$ cat config.mk
export PLATFORM = sky130hd
export DESIGN_NAME = sync_fifo_ext_flat
export DESIGN_NICKNAME = d
export VERILOG_FILES = /design/src/rtl/sync_fifo_pkg.sv /design/src/rtl/sync_fifo_ext_if.sv /design/src/rtl/fifo_ram.sv /design/src/rtl/sync_fifo_ext.sv /design/src/flat_wrapper.sv
export SDC_FILE = /design/constraint.sdc
export NUM_CORES = 1
export LEC_CHECK = 0
export ABC_AREA = 1
export CAP_MARGIN = 5
export CELL_PAD_IN_SITES_DETAIL_PLACEMENT = 1
export CELL_PAD_IN_SITES_GLOBAL_PLACEMENT = 2
export CORE_MARGIN = 3
export CORE_UTILIZATION = 42
export DETAILED_ROUTE_END_ITERATION = 10
export PLACE_DENSITY = 0.83
export SLEW_MARGIN = 10
export SYNTH_ARGS = -nofsm -noshare
export SYNTH_HDL_FRONTEND = slang
export SYNTH_HIERARCHICAL = 1
export SYNTH_SLANG_ARGS = --single-unit
export TNS_END_PERCENT = 20
$ cat constraint.sdc
create_clock -name clk -period 5.35 [get_ports clk]
set_input_delay 0.535 -clock clk [delete_from_list [all_inputs] [get_ports clk]]
set_output_delay 0.535 -clock clk [all_outputs]
set_load 0.1 [all_outputs]
$ cat src/rtl/sync_fifo_pkg.sv
// -----------------------------------------------------------------------------
// sync_fifo_pkg
// Shared constants and width derivations for sync_fifo_ext and its bench.
// Benches and RTL both call addr_w()/cnt_w(), so the pointer and occupancy
// widths cannot drift apart.
// -----------------------------------------------------------------------------
package sync_fifo_pkg;

   localparam int DEF_WIDTH = 8;
   localparam int DEF_DEPTH = 16;

   // Ceiling log2. Written as a bounded loop so it folds at elaboration.
   function automatic int clog2(input int n);
      int r;
      r = 0;
      for (int i = 0; i < 31; i++) begin
         if ((1 << i) < n) r = i + 1;
      end
      return r;
   endfunction

   // Pointer width: indexes DEPTH entries and wraps naturally.
   function automatic int addr_w(input int depth);
      return clog2(depth);
   endfunction

   // Occupancy width: needs one extra bit to represent count == DEPTH.
   function automatic int cnt_w(input int depth);
      return clog2(depth) + 1;
   endfunction

endpackage : sync_fifo_pkg

$ cat src/rtl/sync_fifo_ext_if.sv
// -----------------------------------------------------------------------------
// sync_fifo_ext_if
// Bundles the FIFO's data, request and status signals.
//   master : producer/consumer side (drives data_in, w_en, r_en, clr_err)
//   slave  : FIFO side (drives data_out, full, empty, almost_*, count,
//            overflow, underflow)
// Request semantics: w_en / r_en are requests sampled at the rising edge.
// A write is taken only when full is low at that edge, a read only when empty
// is low at that edge; the requester uses full/empty as its "ready" and must
// not assume a request was honoured otherwise. Rejected requests raise the
// sticky overflow/underflow flags.
// -----------------------------------------------------------------------------
interface sync_fifo_ext_if
   import sync_fifo_pkg::*;
#(
   parameter int WIDTH = DEF_WIDTH,
   parameter int DEPTH = DEF_DEPTH
);

   logic [WIDTH-1:0]         data_in;
   logic                     w_en;
   logic                     r_en;
   logic                     clr_err;
   logic [WIDTH-1:0]         data_out;
   logic                     full;
   logic                     empty;
   logic                     almost_full;
   logic                     almost_empty;
   logic [cnt_w(DEPTH)-1:0]  count;
   logic                     overflow;
   logic                     underflow;

   modport master (
      output data_in, w_en, r_en, clr_err,
      input  data_out, full, empty, almost_full, almost_empty,
             count, overflow, underflow
   );

   modport slave (
      input  data_in, w_en, r_en, clr_err,
      output data_out, full, empty, almost_full, almost_empty,
             count, overflow, underflow
   );

endinterface : sync_fifo_ext_if

$ cat src/rtl/fifo_ram.sv
// -----------------------------------------------------------------------------
// fifo_ram
// Simple dual-port register array, WIDTH x DEPTH, no reset.
//   clk   : write clock
//   we    : write enable
//   waddr : write address
//   wdata : write data
//   raddr : asynchronous read address
//   rdata : asynchronous read data (mem[raddr])
// -----------------------------------------------------------------------------
module fifo_ram
   import sync_fifo_pkg::*;
#(
   parameter int WIDTH = DEF_WIDTH,
   parameter int DEPTH = DEF_DEPTH
) (
   input  logic                     clk,
   input  logic                     we,
   input  logic [addr_w(DEPTH)-1:0] waddr,
   input  logic [WIDTH-1:0]         wdata,
   input  logic [addr_w(DEPTH)-1:0] raddr,
   output logic [WIDTH-1:0]         rdata
);

   logic [WIDTH-1:0] mem [DEPTH];

   always_ff @(posedge clk) begin
      if (we) mem[waddr] <= wdata;
   end

   assign rdata = mem[raddr];

endmodule : fifo_ram

$ cat src/rtl/sync_fifo_ext.sv
// -----------------------------------------------------------------------------
// sync_fifo_ext
// Single-clock FIFO with programmable almost-full/almost-empty thresholds,
// occupancy count, sticky overflow/underflow flags and optional
// first-word-fall-through read mode.
//   clk   : rising-edge clock
//   reset : asynchronous, active-high reset
//   bus   : sync_fifo_ext_if.slave (data_in, w_en, r_en, clr_err in;
//           data_out, full, empty, almost_full, almost_empty, count,
//           overflow, underflow out)
// -----------------------------------------------------------------------------
module sync_fifo_ext
   import sync_fifo_pkg::*;
#(
   parameter int WIDTH     = DEF_WIDTH,
   parameter int DEPTH     = DEF_DEPTH,
   parameter int AF_THRESH = DEPTH - 2,
   parameter int AE_THRESH = 2,
   parameter int FWFT      = 0
) (
   input  logic             clk,
   input  logic             reset,
   sync_fifo_ext_if.slave   bus
);

   localparam int ADDR_W = addr_w(DEPTH);
   localparam int CNT_W  = cnt_w(DEPTH);

   localparam logic [CNT_W-1:0] CNT_FULL = CNT_W'(DEPTH);
   localparam logic [CNT_W-1:0] CNT_AF   = CNT_W'(AF_THRESH);
   localparam logic [CNT_W-1:0] CNT_AE   = CNT_W'(AE_THRESH);
   localparam bit               FWFT_B   = (FWFT != 0);

   logic [ADDR_W-1:0] wr_ptr;
   logic [ADDR_W-1:0] rd_ptr;
   logic [CNT_W-1:0]  count_q;
   logic [CNT_W-1:0]  count_nxt;
   logic              full_q;
   logic              empty_q;
   logic              af_q;
   logic              ae_q;
   logic              ovf_q;
   logic              unf_q;
   logic [WIDTH-1:0]  dout_q;
   logic [WIDTH-1:0]  ram_rdata;

   logic              wr_acc;
   logic              rd_acc;
   logic              dout_load;

   // Acceptance looks only at the registered flags, so a simultaneous read
   // never frees room for a write at full, nor a write feed a read at empty.
   assign wr_acc = bus.w_en && !full_q;
   assign rd_acc = bus.r_en && !empty_q;

   always_comb begin
      count_nxt = count_q;
      unique case ({wr_acc, rd_acc})
         2'b10:   count_nxt = count_q + CNT_W'(1);
         2'b01:   count_nxt = count_q - CNT_W'(1);
         default: count_nxt = count_q;
      endcase
   end

   fifo_ram #(
      .WIDTH (WIDTH),
      .DEPTH (DEPTH)
   ) u_ram (
      .clk   (clk),
      .we    (wr_acc),
      .waddr (wr_ptr),
      .wdata (bus.data_in),
      .raddr (rd_ptr),
      .rdata (ram_rdata)
   );

   // Flags are computed from count_nxt so they line up with the new count.
   always_ff @(posedge clk or posedge reset) begin
      if (reset) begin
         wr_ptr  <= '0;
         rd_ptr  <= '0;
         count_q <= '0;
         full_q  <= 1'b0;
         empty_q <= 1'b1;
         af_q    <= 1'b0;
         ae_q    <= 1'b1;
      end else begin
         if (wr_acc) wr_ptr <= wr_ptr + ADDR_W'(1);
         if (rd_acc) rd_ptr <= rd_ptr + ADDR_W'(1);
         count_q <= count_nxt;
         full_q  <= (count_nxt == CNT_FULL);
         empty_q <= (count_nxt == '0);
         af_q    <= (count_nxt >= CNT_AF);
         ae_q    <= (count_nxt <= CNT_AE);
      end
   end

   // Sticky errors: a new error in the same cycle as clr_err wins.
   always_ff @(posedge clk or posedge reset) begin
      if (reset) begin
         ovf_q <= 1'b0;
         unf_q <= 1'b0;
      end else begin
         if (bus.w_en && full_q)  ovf_q <= 1'b1;
         else if (bus.clr_err)    ovf_q <= 1'b0;
         if (bus.r_en && empty_q) unf_q <= 1'b1;
         else if (bus.clr_err)    unf_q <= 1'b0;
      end
   end

   // Standard mode: dout_q is the output register, loaded on accepted reads.
   // FWFT mode: dout_q tracks the head word while non-empty so that once the
   // FIFO drains the output keeps showing the last word presented.
   assign dout_load = FWFT_B ? !empty_q : rd_acc;

   always_ff @(posedge clk or posedge reset) begin
      if (reset)          dout_q <= '0;
      else if (dout_load) dout_q <= ram_rdata;
   end

   assign bus.data_out     = (FWFT_B && !empty_q) ? ram_rdata : dout_q;
   assign bus.full         = full_q;
   assign bus.empty        = empty_q;
   assign bus.almost_full  = af_q;
   assign bus.almost_empty = ae_q;
   assign bus.count        = count_q;
   assign bus.overflow     = ovf_q;
   assign bus.underflow    = unf_q;

endmodule : sync_fifo_ext

$ cat src/flat_wrapper.sv
// flat-port wrapper written by rule: the top's interface ports become plain ports
module sync_fifo_ext_flat import sync_fifo_pkg::*;
#(
   parameter int WIDTH     = DEF_WIDTH,
   parameter int DEPTH     = DEF_DEPTH,
   parameter int AF_THRESH = DEPTH - 2,
   parameter int AE_THRESH = 2,
   parameter int FWFT      = 0
)
  (clk, reset, bus_data_in, bus_w_en, bus_r_en, bus_clr_err, bus_data_out, bus_full, bus_empty, bus_almost_full, bus_almost_empty, bus_count, bus_overflow, bus_underflow);
  sync_fifo_ext_if #(.WIDTH(WIDTH), .DEPTH(DEPTH)) bus_i ();
  input  logic clk;
  input  logic reset;
  input wire logic [$bits(bus_i.data_in)-1:0] bus_data_in;
  input wire logic [$bits(bus_i.w_en)-1:0] bus_w_en;
  input wire logic [$bits(bus_i.r_en)-1:0] bus_r_en;
  input wire logic [$bits(bus_i.clr_err)-1:0] bus_clr_err;
  output wire logic [$bits(bus_i.data_out)-1:0] bus_data_out;
  output wire logic [$bits(bus_i.full)-1:0] bus_full;
  output wire logic [$bits(bus_i.empty)-1:0] bus_empty;
  output wire logic [$bits(bus_i.almost_full)-1:0] bus_almost_full;
  output wire logic [$bits(bus_i.almost_empty)-1:0] bus_almost_empty;
  output wire logic [$bits(bus_i.count)-1:0] bus_count;
  output wire logic [$bits(bus_i.overflow)-1:0] bus_overflow;
  output wire logic [$bits(bus_i.underflow)-1:0] bus_underflow;
  assign bus_i.data_in = bus_data_in;
  assign bus_i.w_en = bus_w_en;
  assign bus_i.r_en = bus_r_en;
  assign bus_i.clr_err = bus_clr_err;
  assign bus_data_out = bus_i.data_out;
  assign bus_full = bus_i.full;
  assign bus_empty = bus_i.empty;
  assign bus_almost_full = bus_i.almost_full;
  assign bus_almost_empty = bus_i.almost_empty;
  assign bus_count = bus_i.count;
  assign bus_overflow = bus_i.overflow;
  assign bus_underflow = bus_i.underflow;
  sync_fifo_ext #(.WIDTH(WIDTH), .DEPTH(DEPTH), .AF_THRESH(AF_THRESH), .AE_THRESH(AE_THRESH), .FWFT(FWFT)) u_core (.clk(clk), .reset(reset), .bus(bus_i));
endmodule
==> impl_metrics.toml, run 1 <==
[run_status]
outcome = "completed"

[setup_path]
max_stage_delay_ns = 0.76
critical_path.n_buffers_inverters = 4
crit_path_start = "bus_r_en"
critPathRequiredTime_ns = 5.70
path_delay_family = "simple AND/OR/NAND/NOR gates"
critPathKind = "in -> reg"
cp_cell_sequence = "clkdlybuf4s50_1 > inv_2 > nor2_1 > ha_1 > nand2_2 > inv_2 > nor2_4 > ha_1 > inv_1 > o21a_1 > nand2_1 > nor2_2 > nand3_1 > nor2_1"
start_kind = "primary input"
worstSetupEndpointType = "register"
critPathMaxFanout = 15
r2r-start = "u_core/bus.empty"
slowest_stage = "nor2_1"
critPathArrivalTime_ns = 3.52

[placement]
gp_congestion = 0.7589
dp_cells = 918
portBuffers = 31
placed_cell_area_mm2 = 0.007366
hpwl_mm = 11.09

[timing]
finalMaxSlewViolations = 0
slew_headroom_pct = 17.09
finalCritPeriodShare_pct = 59.38
finalCriticalPeriod_ns = 3.177
setup_viol = 0
tightest_slew_ns = 1.244
final.setup.tns_ns = 0
finalHoldViolCount = 0
max_freq_mhz = 314.8
finClkSkew_ns = 0.008181
rsz0062_at_grt = "no"

[routing]
finalWirelength_mm = 17.72
wl_per_cell_um = 18.65
drc = 0
drt-pass1-iter-count = 4
drt_iter0_drc = 295
routed_via_density = 5.081
ant_nets = 0
via_count = 4827

[grt]
grt_usage_pct = 20.63
grt_pass1_wl_mm = 28.01
grt_max_degree = 68
grt_pass1_vias = 5202
grt_overflow = 0
antenna_found_initial = 0

[power]
peakVddDrop_mv = 0.3530
clkPwrFrac_pct = 22.7
power_mw = 4.813
sequentialPowerShare_pct = 34.7
p_switching_mw = 2.113
p_int_mw = 2.700
p_sw_share_pct = 43.90
power.leakage_nw = 3.440
powerDensity_mw_per_mm2 = 609.4
combinationalPowerShare_pct = 42.6

[layout]
layout_common_cells = "nand2_1 (229), edfxtp_1 (128), inv_1 (113), nand3_1 (100), clkdlybuf4s50_1 (31)"
utilization_pct = 49.18
drive_gt1_share_pct = 7.221
synthToLayoutAreaGrowth_pct = 13.48
layout.cells.non_filler = 950
n_antenna_cell = 0
fill_cells = 1787
fin_nets = 739
layout_commonest_cell = "nand2_1"
fin_area_mm2 = 0.007898

[clock_tree]
root_buffer = "clkbuf_16"
htree_num_levels = 4
post_cts_buffers = 0
cts_resized = 0
hold_buffers = 0
worstSkewPairLatency_ns = 0.42
tritoncts = "built"
cts.sinks = 155
clk_pin_slew_worst_paths_ns = 0.06
cts_made_buffers = 17
clk_path_buf_depth = 2

[logic_synthesis]
synthDistinctLibCells = 28
synthesis.nets = 714
yosysSeqAreaShare_pct = 64.98
ys_ff_latch = 155
yosys_warnings = 6
synth_area_mm2 = 0.006959
synthArstFlopShare_pct = 17.42
synth_area_per_cell_um2 = 9.999
syn-instance-count = 696
synth-edff-count = 128
synthFlopType = "edfxtp_1"
yosys.area.top_type = "edfxtp_1"
yosys.area.top_type_share_pct = 55.23
ys_top_cells_by_area = "edfxtp_1 (55%), nand2_1 (12%), dfrtp_1 (9.0%)"

[floorplan]
die_h_um = 134.7
row_count = 46
boundaryPins = 32
fp.dieArea_mm2 = 0.01815
die_w_um = 134.7
core_mm2 = 0.01606
start_util_pct = 43.34

[flow_run]
cap_violations = 0

[min_path]
hold_class = "reg -> reg"
worstHoldStart = "u_core/bus.data_out[7]"
[layer usage]
layer	vias to the layer above	wire length (um)	track usage, %
met1	2450	7322	25.11
met3	36	591	4.136
met5	-	0	0
met4	0	571	8.993
met2	74	9232	35.66
li1	2267	-	-
[flip-flops by register name, summed over array words and instances (netlist names)]
| name | flops |
|---|---|
| u_core/bus.count | 5 |
| u_core/bus.overflow | 1 |
| u_core/bus.full | 1 |
| u_core/bus.almost_full | 1 |
| u_core/bus.almost_empty | 1 |
| u_core/rd_ptr | 4 |
| u_core/bus.underflow | 1 |
| u_core/u_ram/mem | 128 |
| u_core/bus.empty | 1 |
| u_core/bus.data_out | 8 |
| u_core/wr_ptr | 4 |
[cell usage after synthesis, types with 3 or more instances]
cell,n
buf_6,7
ha_1,5
inv_2,6
nor2_2,3
dfrtp_1,25
inv_1,113
edfxtp_1,128
buf_4,5
nand2_2,8
nand3b_1,3
xnor2_1,5
xor2_1,3
nor2_1,23
nand3_1,100
nand2_1,229
buf_2,14
nand3_2,4
[cells by family (layout without fill, tap and decap cells)]
kind of cell	after synthesis	count (layout)	synth area share, %
flops	155	155	64.98
compound gates	6	6	0.5034
buf+inv	147	185	9.277
fa+ha+maj	5	5	0.8990
simple gates	375	375	23.34
xor+xnor	8	8	1.007
[cell type report]
class                   instances  area (um2)  area share, %
clock inverters                 4       45.04         0.5703
multi-input cells             394        1792          22.69
flip-flops and latches        155        4523          57.27
clock buffers                  28       486.7          6.163
repair buffers                 33       325.3          4.119
inverters                     120       455.4          5.767
well taps                     216       270.3          3.422
[worst reg2reg max path, cell delays in order, from the launching register on]
cell     delay [ns]
dfstp_2        0.38
nor2_1         0.77
ha_1           0.58
nand2_2        0.09
inv_2          0.10
nor2_4         0.04
ha_1           0.26
inv_1          0.06
o21a_1         0.18
nand2_1        0.08
nor2_2         0.11
nand3_1        0.10
nor2_1         0.11
[worst paths after layout]
path	depth (start not counted)	to	slack (ns)
worst max-delay path	14	u_core/bus.full	2.17
worst min-delay path	2	u_core/bus.data_out[7]	0.49
worst max register to register	12	u_core/bus.full	2.43
worst min register to register	2	u_core/bus.data_out[7]	0.49
max in group asynchronous	2	u_core/rd_ptr[0]	3.95
min in group asynchronous	2	u_core/bus.data_out[7]	0.69
[power by group through the flow]
stage	clock [mW]	combinational (mW)	sequential, mW
floorplan	0	1.10	2.10
finish	1.09	2.05	1.67
CTS	1.12	2.07	1.67
global placement	0	2.00	1.68
global route	1.17	2.24	1.69
detailed placement	0	2.06	1.69
[stage by stage]
| stage | setup WS, ns | hold slack [ns] |
|---|---|---|
| floorplan | 2.666 | 0.4438 |
| global placement | 1.891 | 0.4596 |
| detailed placement | 1.739 | 0.4599 |
| CTS | 2.164 | 0.4979 |
| global route | 1.857 | 0.5256 |
| finish | 2.173 | 0.4863 |
(Power assumes the default switching activity.)
==> run 2: changes to the inputs <==
--- a/config.mk
+++ b/config.mk
@@ -10,9 +10,9 @@
 export CELL_PAD_IN_SITES_DETAIL_PLACEMENT = 1
 export CELL_PAD_IN_SITES_GLOBAL_PLACEMENT = 2
 export CORE_MARGIN = 3
-export CORE_UTILIZATION = 42
+export CORE_UTILIZATION = 39
 export DETAILED_ROUTE_END_ITERATION = 10
-export PLACE_DENSITY = 0.83
+export PLACE_DENSITY = 0.78
 export SLEW_MARGIN = 10
 export SYNTH_ARGS = -nofsm -noshare
 export SYNTH_HDL_FRONTEND = slang
==> constraint.sdc (replaced) <==
create_clock -name clk -period 3.15 [get_ports clk]
set_input_delay 0.315 -clock clk [delete_from_list [all_inputs] [get_ports clk]]
set_output_delay 0.315 -clock clk [all_outputs]
set_load 0.1 [all_outputs]
==> impl_metrics.toml, run 2 (synthesis results as in run 1) <==
[setup_path]
max_stage_delay_ns = 1.17
critPathArrivalTime_ns = 2.03
critPathRequiredTime_ns = 2.83
start_kind = "register"
slowest_stage = "clkdlybuf4s50_1"
cp_cell_sequence = "clkdlybuf4s50_1"
worstSetupEndpointType = "output pin"
path_delay_family = "buffers and inverters"
critPathMaxFanout = 4
critPathKind = "reg -> out"
critical_path.n_buffers_inverters = 1

[layout]
n_antenna_cell = 0
layout_commonest_cell = "nand2_1"
layout_common_cells = "nand2_1 (229), edfxtp_1 (128), inv_1 (112), nand3_1 (100), clkdlybuf4s50_1 (26)"
fin_nets = 755
largest_register_ffs = 128
fin_area_mm2 = 0.007993
synthToLayoutAreaGrowth_pct = 14.85
drive_gt1_share_pct = 10.68
top_register = "u_core/u_ram/mem"

[grt]
antenna_found_initial = 0
grt_pass1_wl_mm = 27.54
grt_usage_pct = 18.56
grt_max_degree = 68
grt_overflow = 0
grt_pass1_vias = 5001

[floorplan]
core_mm2 = 0.01736
start_util_pct = 40.10
die_h_um = 139.6
row_count = 48
boundaryPins = 32
fp.dieArea_mm2 = 0.01948
die_w_um = 139.6

[timing]
tightest_slew_ns = 1.032
final.setup.tns_ns = 0
setup_viol = 0
slew_headroom_pct = 30.75
finalHoldViolCount = 0
finClkSkew_ns = 0.008617
finalCriticalPeriod_ns = 2.341
finalMaxSlewViolations = 0
rsz0062_at_grt = "no"
max_freq_mhz = 427.1
finalCritPeriodShare_pct = 74.33

[clock_tree]
worstSkewPairLatency_ns = 0.43
cts_resized = 0
cts_made_buffers = 17
htree_num_levels = 4
hold_buffers = 0
root_buffer = "clkbuf_16"
post_cts_buffers = 0
clk_pin_slew_worst_paths_ns = 0.06
clk_path_buf_depth = 2
cts.sinks = 155
tritoncts = "built"

[run_status]
outcome = "completed"

[routing]
drt_iter0_drc = 242
drt-pass1-iter-count = 4
wl_per_cell_um = 17.74
drc = 0
finalWirelength_mm = 17.27
ant_nets = 0
via_count = 4689
routed_via_density = 4.814

[power]
peakVddDrop_mv = 0.8837
powerDensity_mw_per_mm2 = 1014
power_mw = 8.104
power.leakage_nw = 3.516

[placement]
placed_cell_area_mm2 = 0.007485
gp_congestion = 0.7568
portBuffers = 31
hpwl_mm = 10.95

[flow_run]
cap_violations = 0

[min_path]
hold_class = "in -> async"
## run 2: metal layers
metal	part of all wire, %	GRT usage [%]
met1	45	24.38
met2	49	30.79
met4	2.1	6.782
met5	0	0
met3	3.8	3.608
## run 2: cell type report
| class | instances | area (um2) |
|---|---|---|
| timing repair buffer | 49 | 432.9 |
| sequential | 155 | 4523 |
| clock buffer | 18 | 429.2 |
| clock inverter | 13 | 78.83 |
| tap | 225 | 281.5 |
| fill | 1932 | 9364 |
| multi-input combinational | 394 | 1792 |
| inverter | 120 | 455.4 |
## run 2: worst paths after layout
check,slack [ns],from,to,cells after the start
max,0.81,u_core/bus.count[3],bus_count[3],1
max reg2reg,0.95,u_core/bus.full,u_core/bus.almost_full,14
min,0.32,reset,u_core/bus.data_out[4],2
min reg2reg,0.48,u_core/bus.data_out[4],u_core/bus.data_out[4],2
min in group clk,0.48,u_core/bus.data_out[4],u_core/bus.data_out[4],2
max in group asynchronous,2.32,reset,u_core/rd_ptr[0],2
## run 2: power breakdown
group / switching [mW] / internal (mW) / leakage [nW]
combinational: 2.62 / 0.915 / 1.78
sequential: 0.208 / 2.57 / 1.48
clock: 0.801 / 0.989 / 0.249
total: 3.63 / 4.48 / 3.52
## run 2: through the flow
| stage | hold slack, ns | utilization, % | std cells | setup WS (ns) |
|---|---|---|---|---|
| 2_1_floorplan | 0.3662 | - | 696 | 0.4656 |
| 4_1_cts | 0.4728 | 46.05 | 974 | 0.7859 |
| 3_5_place_dp | 0.4681 | 43.12 | 943 | 0.5359 |
| 6_report | 0.3213 | 46.05 | 974 | 0.8087 |
| 3_3_place_gp | 0.4619 | 43.12 | 943 | 0.6121 |
| 5_1_grt | 0.4108 | 46.05 | 974 | 0.7541 |
==> run 3: changes to the inputs <==
==> constraint.sdc (replaced) <==
create_clock -name clk -period 2.17 [get_ports clk]
set_input_delay 0.217 -clock clk [delete_from_list [all_inputs] [get_ports clk]]
set_output_delay 0.217 -clock clk [all_outputs]
set_load 0.1 [all_outputs]
==> impl_metrics.toml, run 3 (synthesis results as in run 1) <==
[routing]
finalWirelength_mm = 17.55
drt-pass1-iter-count = 5
via_count = 4796
wl_per_cell_um = 17.67
drt_iter0_drc = 283
ant_nets = 0
routed_via_density = 4.830
drc = 0

[layout]
fin_nets = 773
multi_input_area_mm2 = 0.001834
top_register = "u_core/u_ram/mem"
drive_gt1_share_pct = 15.36
layout_common_cells = "nand2_1 (229), edfxtp_1 (128), inv_1 (112), nand3_1 (100), buf_4 (54)"
regArea_mm2 = 0.004528
layout_commonest_cell = "nand2_1"
fill_cells = 1899
largest_register_ffs = 128
fin_area_mm2 = 0.008249
synthToLayoutAreaGrowth_pct = 18.54
n_antenna_cell = 0

[timing]
max_freq_mhz = 496.4
finalMaxSlewViolations = 0
finClkSkew_ns = 0.009084
rsz0062_at_grt = "no"
finalCriticalPeriod_ns = 2.015
setup_viol = 0
finalHoldViolCount = 0
finalCritPeriodShare_pct = 92.84
tightest_slew_ns = 0.6590
fin_ws_ns = 0.1554
slew_headroom_pct = 55.93

[setup_path]
r2r-start = "u_core/bus.empty"
critPathArrivalTime_ns = 2.36
start_kind = "register"
critPathMaxFanout = 4
critPathKind = "reg -> reg"
critPathRequiredTime_ns = 2.51
rr_worst_depth = 12
rrSetupSlack_ns = 0.16
worstSetupEndpointType = "register"
r2r_end = "u_core/bus.full"

[grt]
grt_use_met1_pct = 22.99
busiest_layer = "met2"
grtUsageMet3_pct = 3.814
met2_usage_pct = 33.36
grt_overflow = 0
antenna_found_initial = 0
grt_pass1_vias = 5129
grt_max_degree = 42
grt_pass1_wl_mm = 27.85
grt_usage_pct = 18.76

[clock_tree]
hold_buffers = 0
htree_num_levels = 4
post_cts_buffers = 0
cts_made_buffers = 17
tritoncts = "built"
clk_pin_slew_worst_paths_ns = 0.06
worstSkewPairLatency_ns = 0.43
cts_resized = 0
root_buffer = "clkbuf_16"
clk_path_buf_depth = 2
cts.sinks = 155

[floorplan]
row_count = 48
fp.dieArea_mm2 = 0.01948
start_util_pct = 40.10
die_w_um = 139.6
boundaryPins = 32
die_h_um = 139.6
core_mm2 = 0.01736

[placement]
post-place-ws_ns = -0.1018
gp_congestion = 0.7793
portBuffers = 31
hpwl_mm = 11.48
placed_cell_area_mm2 = 0.007637

[min_path]
hold_class = "in -> async"

[power]
peakVddDrop_mv = 1.382
power.leakage_nw = 3.672
powerDensity_mw_per_mm2 = 1502

[flow_run]
cap_violations = 0

[run_status]
outcome = "completed"
[run 3: cell types whose count changed in the layout (fill, tap and decap cells not counted), moves of 2 or more]
cell | previous run | this run
nor2_2 | 3 | 1
clkinv_1 | 2 | 0
nor2_4 | 1 | 4
bufinv_16 | 0 | 3
ha_4 | 0 | 2
buf_4 | 23 | 54
clkinv_2 | 7 | 3
clkdlybuf4s50_1 | 26 | 12
ha_1 | 5 | 3
clkbuf_8 | 0 | 2
[run 3: power breakdown]
part / internal [mW] / total, mW / switching [mW]
Sequential: 3.74 / 4.08 / 0.337
Clock: 1.87 / 3.03 / 1.16
Combinational: 1.45 / 5.28 / 3.83
[run 3: routing by layer]
metal | part of all wire, % | vias to the layer above
met3 | 2.9 | 17
met4 | 1.3 | 0
met1 | 43 | 2401
met5 | 0 | -
li1 | - | 2326
met2 | 53 | 52
[run 3: worst max-delay path by stage]
stage	end	start	slack [ns]
floorplan	u_core/bus.full	u_core/bus.empty	-0.16
global route	u_core/bus.full	u_core/bus.empty	0.004
global placement	u_core/bus.full	bus_w_en	-0.007
detailed placement	u_core/bus.full	bus_w_en	-0.10
finish	u_core/bus.full	u_core/bus.empty	0.16
CTS	u_core/bus.full	u_core/bus.empty	0.15
[run 3: cell type report]
type / count / share of cell area (%)
sequential: 155 / 54.89
multi-input combinational: 394 / 22.24
timing repair buffer: 67 / 6.613
clock buffer: 21 / 5.582
inverter: 120 / 5.521
tap: 225 / 3.413
clock inverter: 11 / 1.744
[run 3: metrics by stage]
stage / TNS (ns) / utilization, % / cells / power, mW / hold WS (ns)
global placement: -0.01324 / 44.00 / 960 / 9.320 / 0.4611
finish: 0 / 47.53 / 993 / 12.39 / 0.1594
CTS: 0 / 47.48 / 992 / 12.53 / 0.1519
detailed placement: -0.3321 / 44.00 / 960 / 9.467 / 0.4602
global route: 0 / 47.53 / 993 / 13.16 / 0.1745
floorplan: -0.6465 / - / 696 / 7.942 / 0.2682
[run 3: worst max-delay path, cell delays in order (launching register included)]
cell and delay [ns]:
dfstp_4 0.64, nor2_4 0.05, ha_4 0.17, nand2_2 0.06, inv_2 0.05, nor2_4 0.15
ha_4 0.21, inv_1 0.04, o21a_1 0.18, nand2_1 0.08, nor2_2 0.09, nand3_1 0.09
nor2_1 0.12
